`src/rtl/bytecomp_pkg.sv`:
```
// Shared definitions for the byte-comparator BIST: FSM states, default
// operand width and the mask that makes odd phase-1 vectors unequal.
package bytecomp_pkg;

  typedef enum logic [1:0] {
    IDLE  = 2'd0,
    DRIVE = 2'd1,
    CHECK = 2'd2,
    DONE  = 2'd3
  } state_e;

  localparam int DEFAULT_WIDTH = 8;
  localparam int ODD_MASK      = 1;

endpackage

```
`src/rtl/bytecomp_vecgen.sv`:
```
// Pure combinational mapping from (phase, index) to the stimulus vector and
// the comparator result a healthy comparator must return for it.
module bytecomp_vecgen
  import bytecomp_pkg::*;
#(
  parameter int WIDTH = DEFAULT_WIDTH
) (
  input  logic             phase_i,
  input  logic [WIDTH-1:0] k_i,
  output logic [WIDTH-1:0] a_o,
  output logic [WIDTH-1:0] b_o,
  output logic             en_o,
  output logic             exp_o
);

  always_comb begin
    a_o   = k_i;
    en_o  = phase_i;
    // Phase 1 alternates equal / off-by-LSB operands to exercise both results.
    b_o   = (phase_i && k_i[0]) ? (k_i ^ WIDTH'(ODD_MASK)) : k_i;
    exp_o = en_o && (a_o == b_o);
  end

endmodule

```
`src/rtl/bytecomp_bist.sv`:
```
// BIST controller for an external combinational equality comparator: drives
// two phases of vectors, samples the result, counts and records mismatches.
module bytecomp_bist
  import bytecomp_pkg::*;
#(
  parameter int WIDTH = DEFAULT_WIDTH,
  parameter int N_VEC = 16
) (
  input  logic             clk,
  input  logic             rst_n,
  input  logic             start,
  output logic [WIDTH-1:0] a,
  output logic [WIDTH-1:0] b,
  output logic             en,
  input  logic             f,
  output logic             busy,
  output logic             done,
  output logic             pass,
  output logic [7:0]       err_count,
  output logic [WIDTH-1:0] fail_a,
  output logic [WIDTH-1:0] fail_b,
  output logic             fail_en
);

  localparam logic [WIDTH-1:0] K_LAST = WIDTH'(N_VEC - 1);

  state_e           state_q;
  logic             phase_q;
  logic [WIDTH-1:0] k_q;
  logic [WIDTH-1:0] a_q, b_q;
  logic             en_q, exp_q;
  logic             busy_q, done_q, pass_q;
  logic [7:0]       err_q;
  logic [WIDTH-1:0] fail_a_q, fail_b_q;
  logic             fail_en_q;

  logic             gen_phase_d;
  logic [WIDTH-1:0] gen_k_d;
  logic [WIDTH-1:0] gen_a, gen_b;
  logic             gen_en, gen_exp;
  logic             last_vec;
  logic             mismatch;
  logic [7:0]       err_d;

  bytecomp_vecgen #(.WIDTH(WIDTH)) u_vecgen (
    .phase_i (gen_phase_d),
    .k_i     (gen_k_d),
    .a_o     (gen_a),
    .b_o     (gen_b),
    .en_o    (gen_en),
    .exp_o   (gen_exp)
  );

  // Index of the vector to load on the next entry to DRIVE.
  always_comb begin
    last_vec    = phase_q && (k_q == K_LAST);
    gen_phase_d = phase_q;
    gen_k_d     = k_q + WIDTH'(1);
    if (state_q == IDLE) begin
      gen_phase_d = 1'b0;
      gen_k_d     = '0;
    end else if (k_q == K_LAST) begin
      gen_phase_d = 1'b1;
      gen_k_d     = '0;
    end
    mismatch = (state_q == CHECK) && (f != exp_q);
    err_d    = err_q;
    if (mismatch && (err_q != 8'hFF)) begin
      err_d = err_q + 8'd1;
    end
  end

  always_ff @(posedge clk) begin
    if (!rst_n) begin
      state_q   <= IDLE;
      phase_q   <= 1'b0;
      k_q       <= '0;
      a_q       <= '0;
      b_q       <= '0;
      en_q      <= 1'b0;
      exp_q     <= 1'b0;
      busy_q    <= 1'b0;
      done_q    <= 1'b0;
      pass_q    <= 1'b0;
      err_q     <= '0;
      fail_a_q  <= '0;
      fail_b_q  <= '0;
      fail_en_q <= 1'b0;
    end else begin
      done_q <= 1'b0;
      case (state_q)
        IDLE: begin
          if (start) begin
            state_q   <= DRIVE;
            busy_q    <= 1'b1;
            err_q     <= '0;
            fail_a_q  <= '0;
            fail_b_q  <= '0;
            fail_en_q <= 1'b0;
            phase_q   <= gen_phase_d;
            k_q       <= gen_k_d;
            a_q       <= gen_a;
            b_q       <= gen_b;
            en_q      <= gen_en;
            exp_q     <= gen_exp;
          end
        end
        DRIVE: state_q <= CHECK;
        CHECK: begin
          err_q <= err_d;
          // A zero count means no earlier mismatch, so this one is the first.
          if (mismatch && (err_q == 8'd0)) begin
            fail_a_q  <= a_q;
            fail_b_q  <= b_q;
            fail_en_q <= en_q;
          end
          if (last_vec) begin
            state_q <= DONE;
            busy_q  <= 1'b0;
            done_q  <= 1'b1;
            pass_q  <= (err_d == 8'd0);
            a_q     <= '0;
            b_q     <= '0;
            en_q    <= 1'b0;
            exp_q   <= 1'b0;
          end else begin
            state_q <= DRIVE;
            phase_q <= gen_phase_d;
            k_q     <= gen_k_d;
            a_q     <= gen_a;
            b_q     <= gen_b;
            en_q    <= gen_en;
            exp_q   <= gen_exp;
          end
        end
        DONE: state_q <= IDLE;
        default: state_q <= IDLE;
      endcase
    end
  end

  assign a         = a_q;
  assign b         = b_q;
  assign en        = en_q;
  assign busy      = busy_q;
  assign done      = done_q;
  assign pass      = pass_q;
  assign err_count = err_q;
  assign fail_a    = fail_a_q;
  assign fail_b    = fail_b_q;
  assign fail_en   = fail_en_q;

endmodule

```
`config.mk`:
```
export PLATFORM = sky130hd
export DESIGN_NAME = bytecomp_bist
export DESIGN_NICKNAME = d
export VERILOG_FILES = /design/src/rtl/bytecomp_pkg.sv /design/src/rtl/bytecomp_vecgen.sv /design/src/rtl/bytecomp_bist.sv
export SDC_FILE = /design/constraint.sdc
export NUM_CORES = 1
export LEC_CHECK = 0
export ABC_CLOCK_PERIOD_IN_PS = 4900
export CORE_MARGIN = 5
export CORE_UTILIZATION = 40
export CTS_CLUSTER_DIAMETER = 120
export DETAILED_ROUTE_END_ITERATION = 10
export PLACE_DENSITY_LB_ADDON = 0.15
export SLEW_MARGIN = 0
export SYNTH_ARGS = -nofsm -noshare
export SYNTH_HDL_FRONTEND = slang
export SYNTH_SLANG_ARGS = --single-unit
```
`constraint.sdc`:
```
create_clock -name clk -period 4.9 [get_ports clk]
set_input_delay 0.98 -clock clk [delete_from_list [all_inputs] [get_ports clk]]
set_output_delay 0.98 -clock clk [all_outputs]
set_load 0.05 [all_outputs]
```
After elaboration in Yosys (flattened, before gate mapping)
Cells that the tools add are included.
{"block": "totals", "out_inout_bits": 45, "inputBits": 4, "regBits": 57, "word_cells": 82, "ramBits": 0, "latch_bits": 0, "memories": 0, "rom_bits": 0}
{"block": "classes", "muxes": 38, "div": 0, "shift": 0, "reduce_logical": 16, "mul": 0, "magnitude_cmp": 0, "bitwise_logic": 1, "n_eq_ne": 11, "add_sub_neg": 2}
{"op": "$pmux W8 S2", "n": 6}
{"op": "$mux W8", "n": 11}
{"op": "$add A8 B1 Y8 const B", "n": 2}
{"op": "$logic_not A8 Y1", "n": 2}
{"op": "$mux W1", "n": 13}
{"op": "$pmux W1 S2", "n": 5}
{"op": "$reduce_and A3 Y1", "n": 3}
{"op": "$eq A8 B4 Y1 const B", "n": 1}
{"op": "$eq A8 B8 Y1", "n": 1}
{"op": "$ne A8 B8 Y1 const B", "n": 1}
{"op": "$pmux W2 S4", "n": 1}
{"op": "$logic_and A1 B1 Y1", "n": 6}
{"op": "$ne A2 B2 Y1 const B", "n": 3}
{"op": "$reduce_and A2 Y1", "n": 3}
{"op": "$eq A2 B2 Y1 const B", "n": 2}
{"op": "$mux W2", "n": 2}
{"op": "$eq A2 B1 Y1 const B", "n": 1}
{"op": "$logic_not A2 Y1", "n": 1}
{"op": "$ne A2 B1 Y1 const B", "n": 1}
{"op": "$reduce_bool A2 Y1", "n": 1}
{"op": "$ne A1 B1 Y1", "n": 1}
{"op": "$not A1 Y1", "n": 1}

Longest topological paths before layout
Gate-level depths: netlist of the first run.
{"block": "logic_depth", "depth_word": 9, "depth_mapped": 8, "depth_no_buf": 7}

By module
From an unflattened synthesis of the first run, not the netlist that was laid out.
{"block": "unflattened", "cells_unflattened": 352, "hier_area_um2": 2732.6}
{"mod": "bytecomp_bist", "instances": 1, "seq_area_each_um2": 1141.1, "area_each_um2": 2597.5, "cells_per_inst": 334}
{"mod": "bytecomp_vecgen", "instances": 1, "seq_area_each_um2": 0.0, "area_each_um2": 135.1, "cells_per_inst": 18}

Worst setup path before layout of the first run
OpenSTA, ideal clock, no wires.
{"block": "synth_timing", "kind": "input to register", "from": "in f", "to": "reg pass_q, in the netlist pass", "arrival_ns": 2.024, "required_ns": 4.808, "path_buffers": 0, "cell_stages": 5, "path_slack_ns": 2.783, "setup_ns": 0.092, "cell_sequence": "xor2_2 -> nor4b_1 -> mux2i_1 -> o221ai_1 -> o32ai_1"}
{"block": "synth_via", "elab_chain_len": 5}
{"item": "from (decl)", "line": "bytecomp_bist.sv:15", "text": "input logic f,"}
{"item": "$ne A1 B1 Y1", "line": "bytecomp_bist.sv:66", "text": "mismatch = (state_q == CHECK) && (f != exp_q);"}
{"item": "$logic_and A1 B1 Y1", "line": "bytecomp_bist.sv:66"}
{"item": "$logic_and A1 B1 Y1", "line": "bytecomp_bist.sv:68", "text": "if (mismatch && (err_q != 8'hFF)) begin"}
{"item": "$mux W8", "line": "bytecomp_bist.sv:68"}
{"item": "$logic_not A8 Y1", "line": "bytecomp_bist.sv:121", "text": "pass_q <= (err_d == 8'd0);"}
{"item": "to (signal assigned)", "line": "bytecomp_bist.sv:121"}
{"item": "to (decl)", "line": "bytecomp_bist.sv:32", "text": "logic busy_q, done_q, pass_q;"}
No other way between the ends.
A chain may end at the register's enable or synchronous reset.

Final worst setup path of the first run
{"block": "layout_timing", "from": "reg err_q[4], in the netlist err_count[4]", "to": "out err_count[4]"}
{"item": "from (decl)", "line": "bytecomp_bist.sv:33", "text": "logic [7:0] err_q;"}
{"item": "from (signal assigned)", "line": "bytecomp_bist.sv:110", "text": "err_q <= err_d;"}
{"item": "to (decl)", "line": "bytecomp_bist.sv:19", "text": "output logic [7:0] err_count,"}
No word-level cell between the ends.

==> run summary, run 1 <==
The maximum count of clock buffers along a single path came out at 2. The run finished with clean final reports. The critical setup path kind is flip-flop to primary output. The largest individual stage delay along the critical path comes from the cell clkdlybuf4s50_1. The number of buffers inserted during clock tree synthesis came out at 5.

The total count of max-transition violations in the final report was 0. In this run the worst hold path is classified as flip-flop to flip-flop. Dividing the detail-routed wire length by the instance count gives 13.84 um. The data required time of the worst path is 3.92 ns. The maximum vdd drop came out at 0.1823 mV.

The overall die height is 84.35 um. For this run, the number of Yosys warnings is 0. The hold violation count in the final report is 0. The worst hold path begins at fail_a[0]$_SDFFE_PN0P_. The reported max-cap violation count came out at 0. The H-tree generated during clock tree synthesis spans 2 levels.

The number of flops mapped to enable cells by yosys came out at 0. The post-synthesis cell area came out at 0.002211 sq mm. The clock-pin slew of the registers on the worst-case setup and hold paths is 0.09 ns. The synthesized instance count came out at 260. The remaining design rule violation count came out at 0.

The share of flip-flops with an asynchronous set or reset came out at 0. The kind of start point of the critical path is a flip-flop. The placed instance count came out at 356. The accumulated negative setup slack is 0 ns. The non-filler instance count after layout came out at 364. The die covers 0.007114 sq mm. The final setup violation count came out at 0.

The post-CTS repair timing setup buffer count came out at 0. Setup repair after global routing left no endpoint under its margin. The worst hold path terminates at fail_a[0]$_SDFFE_PN0P_. The biggest fanout along the worst timing path came out at 10. The first-pass GRT wire length came out at 8542 um. The count of boundary I/O pins came out at 49. The overall die width is 84.35 um. The floorplan core area came out at 0.005439 sq mm. The cell family contributing the most delay on the critical path is buffers and inverters. The share of the core filled with cells in the final layout is 0.5031. The number of instances resized during post-cts repair is 0. The number of synthesized register bits is 43. The clock reaches the later pin of the worst-skew pair after 0.30 ns.

The leakage dissipation came out at 0.9496 nW. The share of the clock period used by the worst path after layout came out at 0.5439. The tree is rooted in a clkbuf_8. The worst register-to-register path has a depth of 6. The total power is 0.0006881 W.

In this run the mean area of a mapped cell was 8.503 sq um. The total global routing overflow came out at 0. The cell row count came out at 27. The synthesized net count came out at 267. The number of cells on the worst hold path came out at 2. In the layout the commonest cells are 48 x clkdlybuf4s50_1, 43 x dfxtp_1, 35 x nand2_1. The clock net sink count came out at 43. The final-layout worst hold slack came out at 0.4751 ns. The post-layout net count is 298. The HPWL reported at the end of detailed placement is 3529 um. The number of input and output port buffers inserted came out at 48. The clock period minus final worst setup slack came out at 2.665 ns. The share of the Yosys chip area taken by registers is 0.3894. The library cell used most frequently in the layout, excluding fill and tap cells, is clkdlybuf4s50_1. The starting density of the core is 0.4065.

The final estimated routing congestion in global placement is 0.8222. The signal on the critical path passes through clkdlybuf4s50_1. After detailed routing, the number of vias per cell comes to 5.190. In this run the critical register-to-register path is launched from k_q[0]$_SDFFE_PN0P_. The data arrival time of the critical path is 1.68 ns. The areal power density over the cells is 251.5 mW/mm^2. The setup slack of the most critical reg-to-reg path is 2.82 ns.

The endpoint class of the critical path is a primary output. The worst path buffer plus inverter count is 1. Based on the critical path, the design can be clocked at up to 375.3 MHz. The maximum clock skew at final layout is 0.01012 ns. The total track usage is 0.1434.

The number of DRC markers after the initial detailed-route iteration is 143. The cts-stage hold buffer count is 0. The count of distinct cell types in the synthesized netlist came out at 42.

The number of iterations in the first detailed-routing pass is 4. The proportion of layout cells with a drive suffix above 1 is 0.05137. The final antenna-violating net count is 0. The routed wire length came out at 5039 um. The maximum single-stage delay on the critical path came out at 0.87 ns.

Among all flip-flop cells after synthesis, the most frequent one is dfxtp_1. The pin slew with the least headroom to its limit came out at 0.7181 ns. The total number of vias is 1,889. TritonCTS built the clock tree. The worst register-to-register path ends at pass$_SDFFE_PN0P_. 0 antenna diodes ended up in the layout. The max-slew headroom at the worst pin is 0.5195. The number of global-route vias before repair came out at 1,702. The largest net degree at the start of global routing came out at 44. The area added between synthesis and finish is 23.77%.

The number of antenna violations at the first check in global routing came out at 0.
## synthesized netlist by cell type (2+ instances only)
cell type	n	area [sq um]
buf_4	15	112.6
dfxtp_1	43	860.8
and2_1	4	25.02
o21a_1	4	30.03
or3_1	2	12.51
o21ai_0	16	80.08
nand2b_1	4	25.02
clkbuf_1	6	22.52
a21boi_0	24	180.2
nand3_1	19	95.09
a31oi_1	3	18.77
nor2b_1	10	62.56
nand2_1	35	131.4
nor4b_1	3	26.28
xnor2_1	2	17.52
nor3b_1	3	22.52
a22oi_1	7	52.55
inv_1	3	11.26
nand4_1	2	12.51
nand3b_1	2	15.01
buf_2	3	15.01
mux2i_1	3	30.03
nor3_1	6	30.03
ha_1	3	37.54
nor4_1	2	12.51
o211a_1	2	20.02
buf_6	2	22.52
xor2_1	5	43.79
a21oi_1	5	25.02
nor2_1	10	37.54
## through the flow
step | instance area [sq um] | worst slack [ns]
2_1_floorplan | 2211 | 2.783
3_3_place_gp | 2624 | 2.158
3_5_place_dp | 2624 | 2.138
4_1_cts | 2736 | 2.240
5_1_grt | 2736 | 2.178
6_report | 2736 | 2.235
## logic make-up after synthesis
group           after synthesis  share of synthesized area
xor+xnor                      8                    0.03509
mux                           3                    0.01358
fa+ha+maj                     3                    0.01698
compound gates               66                     0.2037
simple gates                108                     0.2581
buf+inv                      29                    0.08319
flops                        43                     0.3894
## report_power, final
group	total (W)	internal, W	switching, W
Combinational	0.0000559	0.0000194	0.0000365
Sequential	0.000356	0.000352	0.00000375
Clock	0.000276	0.000152	0.000124
Total	0.000688	0.000524	0.000164
## state kept, by name (all words and copies together), names as in the netlist, 2 cells and up
name / cells
state_q: 2
k_q: 8
err_count: 8
a: 8
fail_a: 8
## worst max path at each step
stage	start	end	cells past startpoint
global route	err_count[4]$_SDFFE_PN0P_	err_count[4]	1
floorplan	f	pass$_SDFFE_PN0P_	5
finish	err_count[4]$_SDFFE_PN0P_	err_count[4]	1
global placement	f	pass$_SDFFE_PN0P_	6
CTS	err_count[4]$_SDFFE_PN0P_	err_count[4]	1
detailed placement	f	pass$_SDFFE_PN0P_	6
## routing by layer
metal	up-vias	wire, um	GRT usage
met5	-	0	0
met4	0	57	0.03885
met3	6	322	0.03925
met2	58	2107	0.2066
met1	860	2552	0.2098
li1	965	-	-
## area by class of cell
type,instances,area (sq um)
clock buffers,5,68.82
clock inverters,3,43.79
fillers,535,2703
inverters,3,11.26
multi-input cells,188,1166
flip-flops and latches,43,860.8
well taps,72,90.09
repair buffers,50,495.5
Power figures use the tool's default switching activity.
==> inputs of run 2 (changes only) <==
--- a/config.mk
+++ b/config.mk
@@ -5,7 +5,7 @@
 export SDC_FILE = /design/constraint.sdc
 export NUM_CORES = 1
 export LEC_CHECK = 0
-export ABC_CLOCK_PERIOD_IN_PS = 4900
+export ABC_CLOCK_PERIOD_IN_PS = 2700
 export CORE_MARGIN = 5
 export CORE_UTILIZATION = 40
 export CTS_CLUSTER_DIAMETER = 120
==> constraint.sdc (replaced) <==
create_clock -name clk -period 2.7 [get_ports clk]
set_input_delay 0.54 -clock clk [delete_from_list [all_inputs] [get_ports clk]]
set_output_delay 0.54 -clock clk [all_outputs]
set_load 0.05 [all_outputs]
==> run summary, run 2 (synthesis gave the netlist of run 1 again) <==
The flow ran to the end, and the final reports show no timing, DRC or antenna violations. The endpoint class of the critical path is a primary output. The overall die width is 84.35 um. The most frequent standard cell in the layout excluding fill and tap cells is clkdlybuf4s50_1. The pin slew with the least headroom to its limit is 0.5116 ns. Of the total power, the share spent switching nets is 0.2447. The accumulated negative setup slack is 0 ns.

The number of cells on the worst reg-to-reg path came out at 6. Setup repair after global routing left no endpoint under its margin. Following the worst setup path forward leads to its endpoint at err_count[4].

The total of fill cells in the finished design came out at 540. The clock drives 43 sinks. Across the routed clock network, the largest skew measured is 0.006950 ns. The starting density of the core came out at 0.4065. The average wire per standard cell is 13.89 um. The first-pass GRT wire length is 8604 um.

The net switching power is 0.0002784 W. The insertion delay to the later sink of the worst-skew pair came out at 0.29 ns. The signal on the critical path passes through clkdlybuf4s50_1. The post-CTS repair timing setup buffer count is 0. The path class of the tightest hold or removal check is flip-flop to flip-flop. The worst-case IR drop observed on VDD is 0.1927 mV. The sequential cell fraction of total power is 0.568.

The antenna diode count came out at 0. The areal power density over the cells is 417.2 mW/mm^2. Clock-pin slew was measured on the worst setup and hold paths at 0.08 ns. The top cell types in the final layout, fill and taps aside, are 48 x clkdlybuf4s50_1, 43 x dfxtp_1, 35 x nand2_1. The upper clock frequency limit came out at 448.0 MHz.

The destination of the worst register-to-register timing path is fail_a[7]$_SDFFE_PN0P_. The final setup violation count is 0. Along the worst path, the maximum fanout reaches 10. The placed instance count is 359. The depth of the CTS H-tree came out at 2. The final non-filler cell area came out at 0.002728 sq mm. The minimum setup slack in the final design is 0.4678 ns. The number of instances resized during post-cts repair is 0. The cell family contributing the most delay on the critical path is buffers and inverters. The clock tree from TritonCTS is yes. The HPWL reported at the end of detailed placement came out at 3713 um. The placed instances occupy a cell area of 0.002646 sq mm. The count of nets left with antenna violations once routing finished came out at 0.

The remaining design rule violation count is 0. Clock tree synthesis inserted a total of 5 buffers. The startpoint identified for the worst register-to-register timing path is err_count[0]$_SDFFE_PN0P_.

The post-layout net count is 301. The path length in cells of the critical path is 1. The share of the clock period used by the worst path after layout came out at 0.8268.

The setup path with the least slack is of type flip-flop to primary output. For this block, the routed nets add up to 5096 um of wire. The buffer cell driving the clock tree root is clkbuf_8.

For this design the static power due to leakage is 0.9490 nW. The clock period minus final worst setup slack is 2.232 ns. The reported max-cap violation count is 0. The floorplan core area is 0.005439 sq mm. For this block, the via count after detailed routing is 1,899. The die covers 0.007114 sq mm. The average via count per standard cell came out at 5.174.

Hold repair after CTS inserted 0 buffers. The maximum single-stage delay on the critical path came out at 0.87 ns. The post-placement setup slack came out at 0.3775 ns. The number of iterations in the first detailed-routing pass came out at 4. The total global routing overflow is 0. The number of global-route vias before repair came out at 1,770. The number of input and output port buffers inserted is 48. The proportion of layout cells with a drive suffix above 1 came out at 0.05424. The count of boundary I/O pins came out at 49.

The total track usage came out at 0.1470. The overall die height is 84.35 um. The area added between synthesis and finish came out at 23.37%.

The maximum count of clock buffers along a single path came out at 2. The largest net degree at the start of global routing is 29. The data arrival time of the critical path is 1.69 ns. The share of total power dissipated in the clock network is 0.340.

Final hold analysis gives a worst-case slack of 0.4766 ns. The max-slew headroom at the worst pin came out at 0.6579. The kind of start point of the critical path is a flip-flop. The data required time of the worst path is 2.16 ns. The number of antenna violations at the first check in global routing was 0. The share of total power dissipated in combinational logic is 0.092. The critical path starts at err_count[4]$_SDFFE_PN0P_. For flop-to-flop paths, the worst setup slack is 0.76 ns. The worst path buffer plus inverter count is 1. The hold violation count in the final report is 0. The final estimated routing congestion in global placement came out at 0.8635. The cell row count is 27. The total count of max-transition violations in the final report is 0. The first routing iteration left 151 violations. The internal power contribution came out at 0.0008596 W. For this design, the slowest cell found on the critical path is clkdlybuf4s50_1.

The non-filler instance count after layout is 367.
[run 2: cell types whose count changed in the layout (fill, tap and decap cells not counted), sizes merged]
cell	delta
buf	+3
bufinv	-1
clkbuf	+2
clkinv	-1
[run 2: routing by layer]
layer  track usage  share of wire  up-vias
met5             0              0        -
met4       0.03453         0.0090        0
met3       0.04416          0.063        6
met2        0.2224           0.42       53
met1        0.2060           0.51      865
li1              -              -      975
[run 2: power groups by stage]
stage | registers [W] | clock network [W] | logic (W)
6_report | 0.000647 | 0.000387 | 0.000104
5_1_grt | 0.000648 | 0.000429 | 0.000115
4_1_cts | 0.000646 | 0.000406 | 0.000106
3_5_place_dp | 0.000661 | 0 | 0.000106
3_3_place_gp | 0.000661 | 0 | 0.000105
2_1_floorplan | 0.000672 | 0 | 0.0000586
[run 2: cell type report]
class                   count  area, sq um  area share
inverters                   3        11.26    0.004128
clock buffers               7        76.32     0.02798
clock inverters             1        5.005    0.001835
well taps                  72        90.09     0.03303
repair buffers             53        518.0      0.1899
flip-flops and latches     43        860.8      0.3156
multi-input cells         188         1166      0.4275
[run 2: stage by stage]
| stage | total power (W) | util |
|---|---|---|
| 6_report | 0.001138 | 0.5015 |
| 4_1_cts | 0.001158 | 0.5015 |
| 2_1_floorplan | 0.0007310 | - |
| 3_3_place_gp | 0.0007668 | 0.4865 |
| 3_5_place_dp | 0.0007670 | 0.4865 |
| 5_1_grt | 0.001192 | 0.5015 |
[run 2: worst min path at each step]
stage | from | cells after the start | end | slack (ns)
5_1_grt | fail_b[0]$_SDFFE_PN0P_ | 2 | fail_b[0]$_SDFFE_PN0P_ | 0.51
3_5_place_dp | pass$_SDFFE_PN0P_ | 2 | pass$_SDFFE_PN0P_ | 0.47
6_report | fail_a[0]$_SDFFE_PN0P_ | 2 | fail_a[0]$_SDFFE_PN0P_ | 0.48
4_1_cts | fail_en$_SDFFE_PN0P_ | 2 | fail_en$_SDFFE_PN0P_ | 0.48
2_1_floorplan | k_q[1]$_SDFFE_PN0P_ | 2 | k_q[1]$_SDFFE_PN0P_ | 0.46
3_3_place_gp | fail_b[0]$_SDFFE_PN0P_ | 2 | fail_b[0]$_SDFFE_PN0P_ | 0.46
